**config.mk**
```make
export PLATFORM = sky130hd
export DESIGN_NAME = pipe_main_ctrl
export DESIGN_NICKNAME = d
export VERILOG_FILES = /design/src/rtl/pipe_main_ctrl.sv
export SDC_FILE = /design/constraint.sdc
export NUM_CORES = 1
export LEC_CHECK = 0
export BUFFER_PORTS_ARGS = -buffer_cell sky130_fd_sc_hd__buf_4
export CORE_ASPECT_RATIO = 0.5
export CORE_MARGIN = 2
export CORE_UTILIZATION = 46
export DETAILED_ROUTE_END_ITERATION = 16
export PLACE_DENSITY_LB_ADDON = 0.1
export RECOVER_POWER = 25
export SYNTH_ARGS = -nofsm -noshare
export SYNTH_HDL_FRONTEND = slang
export SYNTH_SLANG_ARGS = --single-unit
export TNS_END_PERCENT = 10
```
**constraint.sdc**
```tcl
create_clock -name clk -period 2 [get_ports clk]
set_input_delay 0.4 -clock clk [delete_from_list [all_inputs] [get_ports clk]]
set_output_delay 0.4 -clock clk [all_outputs]
set_load 0.01 [all_outputs]
```
**src/rtl/pipe_main_ctrl.sv**
```systemverilog
// pipe_main_ctrl
// Registered main-control decode stage between the IF/ID and ID/EX registers.
// The instruction word in ID is decoded into the ID/EX control fields one cycle
// after it is presented. The stage also covers:
//   - load-use stall insertion (with a saturating bubble counter)
//   - branch flush of the ID instruction
//   - sticky trapping of undefined opcodes/functs
//   - a STOP drain/halt state machine
//
// Ports:
//   clk, reset        rising-edge clock, asynchronous active-high reset
//   id_instr          instruction word in ID
//   id_valid          id_instr holds a real instruction
//   br_flush          taken branch/jump resolved in EX; kill the ID instruction
//   ex_valid          ID/EX holds a real instruction
//   RegWriteEN, Mem2RegSEL, MemWriteEN, Beq, Bne, ALUCtrl, ALUSrc, RegDst,
//   JumpSEL           registered ID/EX control fields
//   pc_hold           combinational; freeze PC and IF/ID this cycle
//   halted            registered; machine stopped after a STOP drain
//   illegal           sticky; an undefined opcode/funct was decoded
//   stall_cnt         saturating count of load-use bubbles
module pipe_main_ctrl #(
    parameter int ALUCTRL_W    = 5,
    parameter int ALUSRC_W     = 3,
    parameter int DRAIN_CYCLES = 4,
    parameter int CNT_W        = 16
) (
    input  logic                 clk,
    input  logic                 reset,
    input  logic [31:0]          id_instr,
    input  logic                 id_valid,
    input  logic                 br_flush,
    output logic                 ex_valid,
    output logic                 RegWriteEN,
    output logic                 Mem2RegSEL,
    output logic                 MemWriteEN,
    output logic                 Beq,
    output logic                 Bne,
    output logic [ALUCTRL_W-1:0] ALUCtrl,
    output logic [ALUSRC_W-1:0]  ALUSrc,
    output logic [1:0]           RegDst,
    output logic [1:0]           JumpSEL,
    output logic                 pc_hold,
    output logic                 halted,
    output logic                 illegal,
    output logic [CNT_W-1:0]     stall_cnt
);

    localparam int DRN_W = (DRAIN_CYCLES > 1) ? $clog2(DRAIN_CYCLES) : 1;

    localparam logic [ALUCTRL_W-1:0] AL_ADD = ALUCTRL_W'(0);
    localparam logic [ALUCTRL_W-1:0] AL_SUB = ALUCTRL_W'(1);
    localparam logic [ALUCTRL_W-1:0] AL_AND = ALUCTRL_W'(2);
    localparam logic [ALUCTRL_W-1:0] AL_OR  = ALUCTRL_W'(3);
    localparam logic [ALUCTRL_W-1:0] AL_XOR = ALUCTRL_W'(4);
    localparam logic [ALUCTRL_W-1:0] AL_NOR = ALUCTRL_W'(5);
    localparam logic [ALUCTRL_W-1:0] AL_SLT = ALUCTRL_W'(6);
    localparam logic [ALUCTRL_W-1:0] AL_SLL = ALUCTRL_W'(7);
    localparam logic [ALUCTRL_W-1:0] AL_SRL = ALUCTRL_W'(8);
    localparam logic [ALUCTRL_W-1:0] AL_SRA = ALUCTRL_W'(9);

    localparam logic [ALUSRC_W-1:0] SRC_RT    = ALUSRC_W'(0);
    localparam logic [ALUSRC_W-1:0] SRC_ZIMM  = ALUSRC_W'(1);
    localparam logic [ALUSRC_W-1:0] SRC_SIMM  = ALUSRC_W'(2);
    localparam logic [ALUSRC_W-1:0] SRC_RS    = ALUSRC_W'(3);
    localparam logic [ALUSRC_W-1:0] SRC_SHAMT = ALUSRC_W'(4);

    localparam logic [5:0] OP_RTYPE = 6'd0;
    localparam logic [5:0] OP_BEQ   = 6'd4;
    localparam logic [5:0] OP_BNE   = 6'd5;
    localparam logic [5:0] OP_SW    = 6'd43;
    localparam logic [5:0] OP_STOP  = 6'd63;

    typedef struct packed {
        logic                 regwr;
        logic                 mem2reg;
        logic                 memwr;
        logic                 beq;
        logic                 bne;
        logic [ALUCTRL_W-1:0] aluctrl;
        logic [ALUSRC_W-1:0]  alusrc;
        logic [1:0]           regdst;
        logic [1:0]           jumpsel;
    } ctrl_t;

    typedef enum logic [1:0] {RUN, DRAIN, HALT} state_t;

    // Undefined encodings return an all-zero field set with legal=0.
    function automatic ctrl_t decode(input logic [5:0] op, input logic [5:0] fn,
                                     output logic legal);
        ctrl_t c;
        c     = '0;
        legal = 1'b1;
        case (op)
            6'd0: begin
                c.regwr  = 1'b1;
                c.regdst = 2'd1;
                case (fn)
                    6'd0:        begin c.aluctrl = AL_SLL; c.alusrc = SRC_SHAMT; end
                    6'd2:        begin c.aluctrl = AL_SRL; c.alusrc = SRC_SHAMT; end
                    6'd3:        begin c.aluctrl = AL_SRA; c.alusrc = SRC_SHAMT; end
                    6'd4:        begin c.aluctrl = AL_SLL; c.alusrc = SRC_RS;    end
                    6'd6:        begin c.aluctrl = AL_SRL; c.alusrc = SRC_RS;    end
                    6'd7:        begin c.aluctrl = AL_SRA; c.alusrc = SRC_RS;    end
                    6'd8: begin
                        c.regwr   = 1'b0;
                        c.regdst  = 2'd0;
                        c.jumpsel = 2'd3;
                    end
                    6'd32, 6'd33: c.aluctrl = AL_ADD;
                    6'd34, 6'd35: c.aluctrl = AL_SUB;
                    6'd36:        c.aluctrl = AL_AND;
                    6'd37:        c.aluctrl = AL_OR;
                    6'd38:        c.aluctrl = AL_XOR;
                    6'd39:        c.aluctrl = AL_NOR;
                    6'd42:        c.aluctrl = AL_SLT;
                    default: begin
                        c     = '0;
                        legal = 1'b0;
                    end
                endcase
            end
            6'd2:  c.jumpsel = 2'd1;
            6'd3: begin
                c.jumpsel = 2'd2;
                c.regwr   = 1'b1;
                c.regdst  = 2'd2;
            end
            6'd4:  begin c.aluctrl = AL_SUB; c.beq = 1'b1; end
            6'd5:  begin c.aluctrl = AL_SUB; c.bne = 1'b1; end
            6'd8, 6'd9: begin c.regwr = 1'b1; c.aluctrl = AL_ADD; c.alusrc = SRC_SIMM; end
            6'd12: begin c.regwr = 1'b1; c.aluctrl = AL_AND; c.alusrc = SRC_ZIMM; end
            6'd13: begin c.regwr = 1'b1; c.aluctrl = AL_OR;  c.alusrc = SRC_ZIMM; end
            6'd14: begin c.regwr = 1'b1; c.aluctrl = AL_XOR; c.alusrc = SRC_ZIMM; end
            6'd35: begin c.regwr = 1'b1; c.mem2reg = 1'b1; c.alusrc = SRC_SIMM; end
            6'd43: begin c.memwr = 1'b1; c.alusrc = SRC_SIMM; end
            6'd63: c = '0;  // STOP is consumed by the FSM, never issued
            default: legal = 1'b0;
        endcase
        return c;
    endfunction

    function automatic logic [CNT_W-1:0] sat_inc(input logic [CNT_W-1:0] v);
        return (&v) ? v : v + CNT_W'(1);
    endfunction

    logic [5:0] id_op, id_fn;
    logic [4:0] id_rs, id_rt;
    logic       unused_id_bits;

    assign id_op          = id_instr[31:26];
    assign id_rs          = id_instr[25:21];
    assign id_rt          = id_instr[20:16];
    assign id_fn          = id_instr[5:0];
    assign unused_id_bits = ^id_instr[15:6];

    state_t               state, state_nxt;
    logic [DRN_W-1:0]     drain_cnt, drain_nxt;
    ctrl_t                dec, ctrl_p1;
    logic                 dec_legal;
    logic                 vld_p1;
    logic [4:0]           ex_rt_p1;
    logic [CNT_W-1:0]     stall_cnt_p1;
    logic                 illegal_p1, halted_p1;
    logic                 uses_rt, hazard, hold, stall, load_dec, issue;

    always_comb dec = decode(id_op, id_fn, dec_legal);

    // rt is only a source operand for R-type, branches and stores.
    assign uses_rt = (id_op == OP_RTYPE) | (id_op == OP_BEQ) |
                     (id_op == OP_BNE)   | (id_op == OP_SW);

    assign hazard = vld_p1 & ctrl_p1.mem2reg & (ex_rt_p1 != 5'd0) & id_valid &
                    ((ex_rt_p1 == id_rs) | (uses_rt & (ex_rt_p1 == id_rt)));

    always_comb begin
        state_nxt = state;
        drain_nxt = drain_cnt;
        hold      = 1'b0;
        stall     = 1'b0;
        load_dec  = 1'b0;
        case (state)
            RUN: begin
                if (br_flush) begin
                    hold = 1'b0;
                end else if (hazard) begin
                    hold  = 1'b1;
                    stall = 1'b1;
                end else if (id_valid && id_op == OP_STOP) begin
                    hold      = 1'b1;
                    state_nxt = DRAIN;
                    drain_nxt = DRN_W'(DRAIN_CYCLES - 1);
                end else begin
                    load_dec = id_valid;
                end
            end
            DRAIN: begin
                hold = 1'b1;
                if (drain_cnt == '0) state_nxt = HALT;
                else                 drain_nxt = drain_cnt - DRN_W'(1);
            end
            HALT:    hold = 1'b1;
            default: state_nxt = RUN;
        endcase
    end

    assign issue   = load_dec & dec_legal;
    assign pc_hold = hold & ~reset;

    // ---- ID -> EX stage boundary ----
    always_ff @(posedge clk or posedge reset) begin
        if (reset) begin
            state        <= RUN;
            drain_cnt    <= '0;
            vld_p1       <= 1'b0;
            ctrl_p1      <= '0;
            ex_rt_p1     <= '0;
            stall_cnt_p1 <= '0;
            illegal_p1   <= 1'b0;
            halted_p1    <= 1'b0;
        end else begin
            state     <= state_nxt;
            drain_cnt <= drain_nxt;
            vld_p1    <= issue;
            ctrl_p1   <= issue ? dec : '0;
            ex_rt_p1  <= issue ? id_rt : 5'd0;
            if (stall)
                stall_cnt_p1 <= sat_inc(stall_cnt_p1);
            if (load_dec && !dec_legal)
                illegal_p1 <= 1'b1;
            // Registered off the HALT state, so it rises one edge after entry.
            halted_p1 <= (state == HALT);
        end
    end

    assign ex_valid   = vld_p1;
    assign RegWriteEN = ctrl_p1.regwr;
    assign Mem2RegSEL = ctrl_p1.mem2reg;
    assign MemWriteEN = ctrl_p1.memwr;
    assign Beq        = ctrl_p1.beq;
    assign Bne        = ctrl_p1.bne;
    assign ALUCtrl    = ctrl_p1.aluctrl;
    assign ALUSrc     = ctrl_p1.alusrc;
    assign RegDst     = ctrl_p1.regdst;
    assign JumpSEL    = ctrl_p1.jumpsel;
    assign halted     = halted_p1;
    assign illegal    = illegal_p1;
    assign stall_cnt  = stall_cnt_p1;

endmodule

```
After elaboration in Yosys (flattened, before gate mapping)
Cells that the tools add are included.

Register bits after elaboration: 45. Output and inout port bits: 37. Word-level logic and storage cells: 133. Bits of input ports: 36.

Reductions and logical operators: 27. Muxes and demuxes: 38. Eq/ne operators: 36. $add $sub $neg: 2. Bitwise operators: 14.

Operators by type and width (count): equality test 6 bit, second input constant (12); equality test 6 x 4 -> 1 bit, second input constant (6); case mux 4 bit (9 select lines) (1); equality test 6 x 3 -> 1 bit, second input constant (5); case mux 5 bit (5 select lines) (1); equality test 6 x 2 -> 1 bit, second input constant (4); two-way mux 17 bit (1); adder 16 x 1 -> 16 bit, second input constant (1); two-way mux 1 bit (16); two-way mux 2 bit (8); AND reduction 16 bit (1); OR reduction 16 bit (1); OR reduction 15 bit (1); logical NOT 6 bit (2); case mux 2 bit (3 select lines) (2); case mux 3 bit (2 select lines) (2); OR reduction 12 bit (1); OR reduction 2 bit (6); equality test 5 bit (2); != test 2 bit, second input constant (5); AND reduction 5 bit (2); case mux 3 bit (3 select lines) (1); OR reduction 3 bit (3); case mux 2 bit (2 select lines) (2); other kinds (16) (31).

Longest topological paths before layout
Word-level depth: 12. Gate-level depth with buffers: 8. Depth with buffers taken out: 7.

Worst setup path before layout
No wires, ideal clock.

Path type: input to output. Start point: input id_instr[27]. End point: output pc_hold. Path slack: -0.165 ns. Arrival time: 1.765 ns. Buffers on the path: 1. Stages on the path: 6. Data required time: 1.600 ns. Cells stage by stage: buf_2 or3_4 o32ai_2 a31oi_1 o21ai_0 nor4b_1.

Word-level cells in the longest chain between the ends: 11. Elaborated cells on any way between the ends: 17. Those cells by class: eq/ne (4); mux (4); bitwise (7); reduce/logical (2).

RTL lines: from (decl) (line 30) `input logic [31:0] id_instr,`; equality test 6 x 3 -> 1 bit / logical NOT 6 bit (equally long branches) (line 170) `assign uses_rt = (id_op == OP_RTYPE) | (id_op == OP_BEQ) |`; bitwise OR 1 bit (2 in series) (line 170); bitwise OR 1 bit (line 171) `(id_op == OP_BNE) | (id_op == OP_SW);`; AND 1 bit (line 174) `((ex_rt_p1 == id_rs) | (uses_rt & (ex_rt_p1 == id_rt)));`; bitwise OR 1 bit (line 174); AND 1 bit (line 173) `assign hazard = vld_p1 & ctrl_p1.mem2reg & (ex_rt_p1 != 5'd0) & id_valid &`; two-way mux 1 bit * (line 186) `end else if (hazard) begin`; two-way mux 1 bit * (line 184) `if (br_flush) begin`; case mux 1 bit (2 select lines) * (line 182) `case (state)`; AND 1 bit * (line 208) `assign pc_hold = hold & ~reset;`; to (decl) (line 43) `output logic pc_hold,`.

Mark *: on every way between the ends. The rest lies on a longest branch, timed or not.

Worst setup path in the final report
Start point: register ex_rt_p1[4]. End point: output pc_hold.

Word-level cells in the longest chain between the ends: 8. Elaborated cells on any way between the ends: 12. Those cells by class: eq/ne (2); mux (3); bitwise (6); reduce/logical (1).

RTL lines: from (decl) (line 162) `logic [4:0] ex_rt_p1;`; from (signal assigned) (line 226) `ex_rt_p1 <= issue ? id_rt : 5'd0;`; equality test 5 bit / nonzero test 5 bit (equally long branches) (line 174, 173); AND 1 bit (on tied branches) (line 174, 173); bitwise OR 1 bit / AND 1 bit (equally long branches) (line 174, 173); AND 1 bit * (line 173); two-way mux 1 bit * (line 186); two-way mux 1 bit * (line 184); case mux 1 bit (2 select lines) * (line 182); AND 1 bit * (line 208).

Marked as above.

==> results.cfg <==
[drt]
ant_nets = 0
vias = 2215
viasPerCell = 5.39
post-route-drc-count = 0
routed_wl_mm = 6.01
drtIter0Drc = 52
first_pass_iters = 4
wl_per_cell_um = 14.6

[final_layout]
n_antenna_cell = 0
layout-drive-gt1-share_pct = 40.2
fin_util_pct = 68.6
post_layout_nonfiller_instances = 411
areaGrowthSynthToFinish_pct = 41.1
nets = 382
postLayoutCellArea_um2 = 3450

[status]
violations = negative setup slack
status = finished, violations left

[clock_network]
root_buffer = clkbuf_8
clk_path_buf_depth = 2
htreeDepth = 2
clkLatencyLatePin_ns = 0.30
cts_tree = built
clk_pin_slew_worst_paths_ns = 0.09
clock_sinks = 44
cts_buffers = 5

[timing]
rsz0062_at_grt = yes
fmax_ghz = 0.430
fin_hold_ws_ns = 0.0424
hold_viol_final = 0
drv_slew = 0
relSlewSlack_pct = 44.9
tns_ns = -2.18
finalWorstSetupSlack_ns = -0.324
finalClockSkew_ns = 0.0144
fin_crit_ns = 2.32
finalSetupViolations = 25
worst_pin_slew_ns = 0.826
timing.final.crit_share_pct = 116

[logic_synthesis]
netlist_instances = 258
avgSynthCellArea_um2 = 9.47
ys_seq_elements = 44
async_flop_share_pct = 100
synth_edf_count = 0
syn_nets = 300
synthDistinctLibCells = 51
yosysSeqAreaShare_pct = 45.1
ys_warn_count = 0
synth_area_um2 = 2440
yosys_most_used_dff = dfrtp_1

[die]
die_w_um = 107
dieHeight_um = 55.5
io_pins = 73
fp-row-count = 18
fp.coreArea_um2 = 5020
die_area_um2 = 5940
start_util_pct = 48.6

[min_path]
min_path_type = primary input to asynchronous set/reset pin

[place]
io_buffers = 61
pre_cts_slack_ns = -0.198
gp_congestion = 0.855
place_inst = 398
place_area_um2 = 3120
place_hpwl_mm = 4.25

[global_route]
grt_pass1_vias = 2123
antenna_found_initial = 0
grt_overflow = 0
grt_util_all_layers_pct = 19.8
grt_max_degree = 34
grt_pass1_wl_mm = 9.38

[critical_path]
cpPeakStageDelay_ns = 0.41
path_cells = xor2_1 -> nor4_2 -> buf_4 -> a31oi_1 -> o21ai_1 -> nor4b_2 -> buf_4
path_max_fanout = 3
arrival_ns = 1.92
slowest_stage = dfrtp_1
worstSetupEndpointType = output port
crit_path_start_kind = flop
crit_type = flop to output port
required_ns = 1.60
critPathMostFrequentCell = buf_4

[power_and_ir_drop]
p_leak_nw = 1.66
ir_drop_v = 0.000395
power_density_nw_per_um2 = 650
power_mw = 2.24

[job]
cap_viol_max_count = 0
[sequential cells by signal, summed over array words and instances (netlist names)]
| register | count |
|---|---|
| Mem2RegSEL | 1 |
| RegWriteEN | 1 |
| Beq | 1 |
| ex_valid | 1 |
| RegDst | 2 |
| state | 2 |
| ALUCtrl | 4 |
| halted | 1 |
| stall_cnt | 16 |
| illegal | 1 |
| Bne | 1 |
| ex_rt_p1 | 5 |
| JumpSEL | 2 |
| MemWriteEN | 1 |
| ALUSrc | 3 |
| drain_cnt | 2 |
[synthesized netlist by cell type, drive strengths merged (2+ instances only)]
cell type | count | area (µm²)
dfrtp | 44 | 1100
nor2 | 24 | 92.6
xnor2 | 19 | 166
inv | 18 | 67.6
a21oi | 17 | 85.1
nand2 | 17 | 63.8
nand3 | 11 | 60.1
nor3 | 11 | 55.1
and3 | 9 | 56.3
clkbuf | 9 | 33.8
nand4 | 8 | 50.1
buf | 6 | 45.0
ha | 6 | 75.1
nor4 | 6 | 58.8
o21ai | 6 | 30.0
xor2 | 6 | 52.6
nand2b | 4 | 25.0
a22oi | 2 | 15.0
a311oi | 2 | 17.5
and4 | 2 | 17.5
nand3b | 2 | 15.0
nor2b | 2 | 12.5
o211ai | 2 | 20.0
o21bai | 2 | 15.0
o22ai | 2 | 12.5
o311ai | 2 | 17.5
o32ai | 2 | 25.0
or4 | 2 | 15.0
[area by class of cell]
cell class              instances  area [µm²]
fillers                       415        1580
multi-input cells             182        1390
flip-flops and latches         44        1100
repair buffers                 89         696
well taps                      70        87.6
clock buffers                   6        72.6
inverters                      18        67.6
clock inverters                 2        35.0
[critical path: cells and delay by family, from the launching register on]
kind,cells,cell delay (ns)
AO/OA/AOI/OAI,2,0.21
XOR/XNOR,1,0.18
flip-flops,1,0.41
buffers and inverters,2,0.32
AND/OR/NAND/NOR,2,0.51
[cells by family after synthesis]
group           synth area share (%)
compound gates                  12.9
xor+xnor                        8.97
fa+ha+maj                       3.07
buf+inv                         5.99
flops                           45.1
mux                            0.871
other cells                    0.154
simple gates                    23.0
[layout by cell type, fill, tap and decap left out, types with 3 or more instances in the layout]
cell	count
nand2_1	17
dfrtp_1	44
nor4_4	3
inv_1	17
nand4_1	8
clkbuf_8	5
a21oi_2	6
nor2_1	18
nor3_1	7
xor2_1	6
xnor2_1	18
nor2_2	5
ha_1	5
nand2b_1	4
nand3_2	5
nand3_1	5
o21ai_0	5
a21oi_1	11
buf_4	84
and3_1	9
[path summary, 6_finish.rpt]
kind	to	slack, ns	from	depth (start not counted)
max in group asynchronous	drain_cnt[1]	0.85	reset	3
worst max-delay path	pc_hold	-0.32	ex_rt_p1[4]	7
min in group clk	ALUSrc[2]	0.30	id_instr[2]	2
worst min-delay path	Mem2RegSEL	0.04	reset	2
worst min register to register	stall_cnt[13]	0.50	stall_cnt[13]	1
worst max register to register	Beq	-0.20	ex_rt_p1[4]	7
[metal layers]
metal,track usage (%),routed length [µm],up-vias
li1,-,-,1071
met1,25.3,2730,1097
met2,33.8,3010,42
met3,4.13,225,5
met4,6.31,53,0
met5,0,0,-
[power breakdown]
group	leakage, nW	switching, mW	internal, mW	total [mW]
registers	0.600	0.0373	0.933	0.970
clock network	0.0552	0.301	0.371	0.671
logic	1.01	0.333	0.264	0.597
[repair_timing]
item | 4_1_cts | 5_1_grt
pin swaps | 1 | 18
buffers inserted | 0 | 3
gates resized for setup | 5 | 33
hold buffers | 0 | 0
setup endpoints to repair | 35 | 41
cloned | 0 | 2
Power figures use the tool's default switching activity.
